$ cat config.mk
export PLATFORM = sky130hd
export DESIGN_NAME = sram_line_responder_flat
export DESIGN_NICKNAME = d
export VERILOG_FILES = /design/src/rtl/sram_line_responder_pkg.sv /design/src/rtl/sram_line_responder_if.sv /design/src/rtl/sram_line_responder.sv /design/src/flat_wrapper.sv
export SDC_FILE = /design/constraint.sdc
export NUM_CORES = 2
export LEC_CHECK = 0
export CAP_MARGIN = 20
export CORE_AREA = 4 4 706 708
export DETAILED_ROUTE_END_ITERATION = 12
export DIE_AREA = 0 0 710 712
export SETUP_SLACK_MARGIN = 0.05
export SYNTH_ARGS = -nofsm -noshare
export SYNTH_HDL_FRONTEND = slang
export SYNTH_SLANG_ARGS = --single-unit
$ cat constraint.sdc
create_clock -name clk -period 186.3 [get_ports clk]
set_input_delay 37.26 -clock clk [delete_from_list [all_inputs] [get_ports clk]]
set_output_delay 37.26 -clock clk [all_outputs]
set_load 0.01 [all_outputs]
$ cat src/rtl/sram_line_responder_pkg.sv
// sram_line_responder shared definitions.
// Line geometry, word-address step and FSM encoding.
package sram_line_responder_pkg;

    localparam int WORDS     = 16;
    localparam int WORD_W    = 48;
    localparam int DM_W      = 6;
    localparam int LINE_W    = WORDS * WORD_W;
    localparam int MASK_W    = WORDS * DM_W;
    localparam int IDX_W     = 4;
    localparam int LINE_LSB  = 6;
    localparam int ADDR_STEP = 4;

    typedef enum logic [1:0] {
        IDLE   = 2'd0,
        ACCESS = 2'd1,
        DONE   = 2'd2
    } state_t;

    function automatic logic [31:0] word_addr(
        input logic [31-LINE_LSB:0] line,
        input logic [IDX_W-1:0]     idx
    );
        return {line, {LINE_LSB{1'b0}}} + 32'(idx) * 32'(ADDR_STEP);
    endfunction

endpackage

$ cat src/rtl/sram_line_responder_if.sv
// Line-side (ws_*) and word-side (sram*) bus bundle.
// slave = responder view, master = requester/controller view.
interface sram_line_responder_if;
    import sram_line_responder_pkg::*;

    logic [31:0]       ws_addr;
    logic [LINE_W-1:0] ws_din;
    logic [MASK_W-1:0] ws_dm;
    logic              ws_stb;
    logic              ws_we;
    logic              ws_ack;
    logic [LINE_W-1:0] ws_dout;

    logic [31:0]       sramAddr;
    logic [WORD_W-1:0] sramInData;
    logic [DM_W-1:0]   sramDm;
    logic              sramStb;
    logic              sramNak;
    logic [WORD_W-1:0] sramOutData;

    modport slave (
        input  ws_addr, ws_din, ws_dm, ws_stb, ws_we,
        input  sramNak, sramOutData,
        output ws_ack, ws_dout,
        output sramAddr, sramInData, sramDm, sramStb
    );

    modport master (
        output ws_addr, ws_din, ws_dm, ws_stb, ws_we,
        output sramNak, sramOutData,
        input  ws_ack, ws_dout,
        input  sramAddr, sramInData, sramDm, sramStb
    );

endinterface

$ cat src/rtl/sram_line_responder.sv
// Serialises one 16x48-bit line request into word accesses
// on the SRAM controller bus and reassembles read lines.
module sram_line_responder
    import sram_line_responder_pkg::*;
(
    input logic                clk,
    input logic                rst,
    sram_line_responder_if.slave bus
);

    state_t state_q, state_d;

    logic [31-LINE_LSB:0] line_q;
    logic [LINE_W-1:0]    din_q;
    logic [MASK_W-1:0]    dm_q;
    logic                 we_q;
    logic [IDX_W-1:0]     idx_q;
    logic [LINE_W-1:0]    dout_q;

    logic [9:0]        word_lsb;
    logic [6:0]        mask_lsb;
    logic [DM_W-1:0]   cur_dm;
    logic [WORD_W-1:0] cur_din;
    logic              in_access;
    logic              skip;
    logic              stb;
    logic              done_word;
    logic              step;
    logic              last;
    logic              accept;
    logic              unused_addr_lsb;

    assign unused_addr_lsb = ^bus.ws_addr[LINE_LSB-1:0];

    assign word_lsb  = 10'(idx_q) * 10'(WORD_W);
    assign mask_lsb  = 7'(idx_q) * 7'(DM_W);
    assign cur_dm    = dm_q[mask_lsb +: DM_W];
    assign cur_din   = din_q[word_lsb +: WORD_W];
    assign in_access = (state_q == ACCESS);
    // A write word with an empty mask costs a cycle but no bus access.
    assign skip      = in_access & we_q & (cur_dm == '0);
    assign stb       = in_access & ~skip;
    assign done_word = stb & ~bus.sramNak;
    assign step      = skip | done_word;
    assign last      = (idx_q == IDX_W'(WORDS - 1));
    assign accept    = (state_q == IDLE) & bus.ws_stb;

    always_ff @(posedge clk or posedge rst) begin
        if (rst) begin
            state_q <= IDLE;
        end else begin
            state_q <= state_d;
        end
    end

    always_comb begin
        state_d = state_q;
        unique case (state_q)
            IDLE:    if (bus.ws_stb) state_d = ACCESS;
            ACCESS:  if (step && last) state_d = DONE;
            DONE:    state_d = IDLE;
            default: state_d = IDLE;
        endcase
    end

    always_ff @(posedge clk or posedge rst) begin
        if (rst) begin
            line_q <= '0;
            din_q  <= '0;
            dm_q   <= '0;
            we_q   <= 1'b0;
            idx_q  <= '0;
            dout_q <= '0;
        end else begin
            if (accept) begin
                line_q <= bus.ws_addr[31:LINE_LSB];
                din_q  <= bus.ws_din;
                dm_q   <= bus.ws_dm;
                we_q   <= bus.ws_we;
                idx_q  <= '0;
            end else if (in_access && step && !last) begin
                idx_q <= idx_q + 1'b1;
            end
            if (done_word && !we_q) begin
                dout_q[word_lsb +: WORD_W] <= bus.sramOutData;
            end
        end
    end

    assign bus.ws_ack     = (state_q == DONE);
    assign bus.ws_dout    = dout_q;
    assign bus.sramStb    = stb;
    assign bus.sramAddr   = word_addr(line_q, idx_q);
    assign bus.sramInData = cur_din;
    assign bus.sramDm     = (in_access && we_q) ? cur_dm : '0;

endmodule
$ cat src/flat_wrapper.sv
// flat-port wrapper written by rule: the top's interface ports become plain ports
module sram_line_responder_flat import sram_line_responder_pkg::*;
  (clk, rst, bus_ws_addr, bus_ws_din, bus_ws_dm, bus_ws_stb, bus_ws_we, bus_sramNak, bus_sramOutData, bus_ws_ack, bus_ws_dout, bus_sramAddr, bus_sramInData, bus_sramDm, bus_sramStb);
  sram_line_responder_if bus_i ();
  input logic clk;
  input logic rst;
  input wire logic [$bits(bus_i.ws_addr)-1:0] bus_ws_addr;
  input wire logic [$bits(bus_i.ws_din)-1:0] bus_ws_din;
  input wire logic [$bits(bus_i.ws_dm)-1:0] bus_ws_dm;
  input wire logic [$bits(bus_i.ws_stb)-1:0] bus_ws_stb;
  input wire logic [$bits(bus_i.ws_we)-1:0] bus_ws_we;
  input wire logic [$bits(bus_i.sramNak)-1:0] bus_sramNak;
  input wire logic [$bits(bus_i.sramOutData)-1:0] bus_sramOutData;
  output wire logic [$bits(bus_i.ws_ack)-1:0] bus_ws_ack;
  output wire logic [$bits(bus_i.ws_dout)-1:0] bus_ws_dout;
  output wire logic [$bits(bus_i.sramAddr)-1:0] bus_sramAddr;
  output wire logic [$bits(bus_i.sramInData)-1:0] bus_sramInData;
  output wire logic [$bits(bus_i.sramDm)-1:0] bus_sramDm;
  output wire logic [$bits(bus_i.sramStb)-1:0] bus_sramStb;
  assign bus_i.ws_addr = bus_ws_addr;
  assign bus_i.ws_din = bus_ws_din;
  assign bus_i.ws_dm = bus_ws_dm;
  assign bus_i.ws_stb = bus_ws_stb;
  assign bus_i.ws_we = bus_ws_we;
  assign bus_i.sramNak = bus_sramNak;
  assign bus_i.sramOutData = bus_sramOutData;
  assign bus_ws_ack = bus_i.ws_ack;
  assign bus_ws_dout = bus_i.ws_dout;
  assign bus_sramAddr = bus_i.sramAddr;
  assign bus_sramInData = bus_i.sramInData;
  assign bus_sramDm = bus_i.sramDm;
  assign bus_sramStb = bus_i.sramStb;
  sram_line_responder u_core (.clk(clk), .rst(rst), .bus(bus_i));
endmodule
**Yosys cells after proc, flatten, opt, wreduce, memory -nomap -nowiden**

Index checks and enable logic that the tools add are counted.

- Register bits after elaboration: 1665
- Input port bits: 949
- Logic and storage cells: 47

- Reduce and logical (&&, ||, !) cells: 11
- Eq/ne operators: 5
- Mux-type cells: 7
- Shift operators: 4
- Bitwise logic cells: 8
- Add/subtract/negate cells: 3
- Multiply operators: 2

Operators with widths:

| kind | count |
|---|---|
| 768-bit bitwise mux | 1 |
| 48-bit by 12-bit variable shift with 768-bit output (first input constant) | 1 |
| 48-bit by 12-bit variable part select with 768-bit output | 1 |
| 768-bit by 11-bit variable part select with 48-bit output | 1 |
| 96-bit by 8-bit variable part select with 6-bit output | 1 |
| 32-bit by 6-bit adder with 32-bit output | 1 |
| 4-bit by 2-bit multiplier with 6-bit output (second input constant) | 2 |
| 10-bit negation with 12-bit output | 1 |
| 4-bit two-way mux | 2 |
| 6-bit zero test | 1 |
| 6-bit two-way mux | 1 |
| 1-bit AND | 5 |
| 1-bit logical AND | 5 |
| 4-bit by 1-bit adder with 4-bit output (second input constant) | 1 |
| 4-bit equality test (second input constant) | 1 |
| 2-bit two-way mux | 2 |
| 2-bit inequality test (second input constant) | 2 |
| 2-bit one-hot mux with 2 select lines | 1 |
| 2-bit by 1-bit equality test with 1-bit output (second input constant) | 1 |
| 2-bit equality test (second input constant) | 1 |
| 1-bit zero test | 2 |
| 2-bit zero test | 1 |
| 1-bit inverter | 2 |
| 2-bit AND reduction | 1 |
| 2 further kinds | 2 |

**Logic depth before layout (Yosys ltp)**

- Depth in word-level cells: 12
- Mapped depth: 18
- Gate-level depth less buffers: 10

**Least setup slack after synthesis**

OpenSTA, ideal clock, no wires.

- Path kind: reg-to-output
- Start: register u_core.idx_q[0]
- End: output bus_sramInData[0]
- Data arrival time: 2.723 ns
- Stages on the path, launching flop included: 7
- Slack: 146.317 ns
- Data required time: 149.040 ns
- Path through: dfrtp_1 -> buf_4 -> buf_2 -> buf_4 -> clkbuf_1 -> mux4_2 -> mux4_2

- Cells in the longest elaborated chain, start to end: 2

Ends and longest elaborated chain:

| item | line | text |
|---|---|---|
| start, declared | sram_line_responder.sv:17 | `logic [IDX_W-1:0] idx_q;` |
| start signal, assigned | sram_line_responder.sv:82 | `idx_q <= idx_q + 1'b1;` |
| 4-bit by 2-bit multiplier with 6-bit output | sram_line_responder.sv:35 | `assign word_lsb = 10'(idx_q) * 10'(WORD_W);` |
| 768-bit by 11-bit variable part select with 48-bit output | sram_line_responder.sv:38 | `assign cur_din = din_q[word_lsb +: WORD_W];` |
| end, declared | flat_wrapper.sv:17 | `output wire logic [$bits(bus_i.sramInData)-1:0] bus_sramInData;` |

Every way passes these cells.

**Worst setup path after layout**

- Start: register u_core.idx_q[0]
- End: output bus_sramInData[13]

The elaborated chain is that of the path after synthesis.

==> results.yml <==
cells_and_area:
  post-route-util_pct: 21.4
  synthToLayoutAreaGrowth_pct: 46.2
  final_cell_mix: "nand2_1 (3,187), clkdlybuf4s50_1 (1,796), dfrtp_1 (1,662), o31ai_1 (349), mux4_2 (258)"
  nNetsFinal: 9653
  drive_above_1_share_pct: 12.8
  final_common_cell: "nand2_1"
logic_synthesis:
  synthFlopType: "dfrtp_1"
  syn-instance-count: 7035
  syn_area_sq_um: 72200
  synthArstFlopShare_pct: 100
  synth_top_area_share_pct: 57.7
  synth-seq-cells: 1665
  yosysWarnings: 0
  ys_types: 80
  synth.area.top_cells: "dfrtp_1 (58%), nand2_1 (17%), mux4_2 (8.1%)"
  synth_edf_count: 0
  synth.largest_area_cell: "dfrtp_1"
  yosysSeqAreaShare_pct: 57.7
  syn_avg_cell_area_sq_um: 10.3
global_routing:
  grt_use_total_pct: 17.0
  grt_pass1_vias: 61600
  grt_pass1_wl_mm: 582
  globalRouteMet1Util_pct: 22.7
  grt.overflow.total: 0
  grt_antenna_before_repair: 214
  use_met2_pct: 23.8
  grt.busiest_layer: "met2"
  grt_max_degree: 186
  grtUsageMet3_pct: 7.82
setup_path:
  startpoint_type: "flip-flop"
  arrival_ns: 6.55
  cp_max_fo: 41
  crit_type: "flip-flop to primary output"
  end_kind: "primary output"
  worstPathRequired_ns: 149.04
timing:
  hold_viol: 0
  worst_pin_slew_ns: 1.50
  post-route-period-util_pct: 23.5
  fin_crit_ns: 43.81
  relSlewSlack_pct: 0.0793
  drv_slew: 0
  fmax_ghz: 0.0228
  finalSetupTns_ns: 0
  setup_viol: 0
  fin_skew_ns: 0.0871
  rsz0062_at_grt: "no"
  timing.hold.ws_ns: 0.469
detailed_routing:
  drt_iter0_markers: 7516
  vias_per_cell: 4.12
  drc_errors: 0
  drtPass1Iterations: 6
  vias: 63900
  ant_nets: 0
  routed_wirelength_mm: 446
  route.detailed.wl_per_inst_um: 28.8
placement:
  place_congestion: 0.941
  port_buffers: 1796
  hpwl_mm: 358
clock_network:
  cts_buffers: 204
  clockRootBuffer: "clkbuf_16"
  path_clk_slew_ns: 0.06
  cts_buffer_depth: 4
  cts_tree: "yes"
  clkSinkCount: 1665
  cts_setup_buffers: 0
  clock_latency_ns: 0.90
  h-tree-depth: 4
  holdBufCountCts: 0
  cts-resized-gates: 0
die:
  std_cell_rows: 258
  initial_core_util_pct: 14.7
  die_area_sq_um: 506000
  core_sq_um: 492000
  die_h_um: 712
  io_pins: 1805
  die_x_um: 710
pwr:
  vdd_ir_drop_max_mv: 0.0291
  powerDensity_nw_per_um2: 20.0
  p_leak_uw: 0.0460
outcome:
  status: "finished, final reports clean"
hold_path:
  min_path_type: "flip-flop to flip-flop"
job:
  drv_cap: 0
-- final timing paths --
path                       slack [ns]                 endpoint  cells past startpoint         startpoint
max in group asynchronous      144.79  u_core.bus.ws_dout[502]                      8                rst
hold reg to reg                  0.47        u_core.din_q[100]                      2  u_core.din_q[100]
setup reg to reg               180.18  u_core.bus.ws_dout[275]                     11    u_core.idx_q[1]
min in group asynchronous       36.93        u_core.din_q[210]                      2                rst
hold / removal                   0.47        u_core.din_q[100]                      2  u_core.din_q[100]
setup / recovery               142.49       bus_sramInData[13]                      7    u_core.idx_q[0]
-- cell families after synthesis --
logic type                 after synthesis  synth area share [%]
DFF                                   1665                  57.7
AOI/OAI and AO/OA                      894                  8.63
and+or+nand+nor                       3367                  17.9
other                                    1               0.00520
buffers and inverters                  551                  3.06
adders and majority gates                9                 0.166
muxes                                  543                  12.4
xor gates and xnor gates                 5                0.0971
-- layout make-up --
type / instances / area (sq um)
multi-input cells: 4820 / 28800
clock inverters: 82 / 927
fillers: 53500 / 387000
well taps: 6500 / 8130
clock buffers: 293 / 5950
flip-flops and latches: 1665 / 41700
repair buffers: 1995 / 19600
diodes: 127 / 318
inverters: 9 / 46.3
-- through the flow --
| step | setup WS, ns | instances | power (uW) | area, sq um |
|---|---|---|---|---|
| 2_1_floorplan | 102.05 | 7036 | 1040 | 72200 |
| 3_3_place_gp | 143.14 | 15000 | 1670 | 98100 |
| 3_5_place_dp | 143.08 | 15000 | 1680 | 98100 |
| 4_1_cts | 142.06 | 15400 | 2110 | 105000 |
| 5_1_grt | 142.01 | 15400 | 2200 | 105000 |
| 6_report | 142.49 | 15500 | 2120 | 105000 |
-- layer usage --
layer  routed length (um)  part of all wire [%]
met1               191000                    43
met2               182000                    41
met3                55400                    12
met4                17100                   3.8
met5                  375                 0.084
-- where the power goes --
part / total, uW / switching [uW] / leakage [uW] / internal, uW
Clock: 416 / 176 / 0.00338 / 240
Sequential: 587 / 92.6 / 0.0218 / 494
Combinational: 1110 / 751 / 0.0208 / 361
Total: 2120 / 1020 / 0.0460 / 1100
-- critical path: stages, from the launching register on --
cell and delay, ns:
dfrtp_4 0.89, buf_4 0.57, buf_4 0.59, buf_4 0.86, buf_4 0.69, mux4_2 0.81, mux4_2 0.57, clkdlybuf4s50_1 0.51
-- flip-flops by register name (all words and copies together), names as in the netlist --
name                count
u_core.state_q          2
u_core.din_q          768
u_core.dm_q            96
u_core.line_q          26
u_core.bus.ws_dout    768
u_core.we_q             1
u_core.idx_q            4
-- cell usage after synthesis, types with 32 or more instances --
| master | count |
|---|---|
| nand3_1 | 39 |
| clkbuf_1 | 437 |
| o21ai_0 | 202 |
| buf_2 | 65 |
| mux2_2 | 235 |
| dfrtp_1 | 1665 |
| mux4_2 | 258 |
| o31ai_1 | 349 |
| o41ai_1 | 32 |
| a22o_1 | 32 |
| a21oi_1 | 50 |
| o22ai_1 | 33 |
| mux2i_1 | 45 |
| nor2_1 | 66 |
| nand2_1 | 3193 |
| a22oi_1 | 81 |
(Power assumes the default switching activity.)
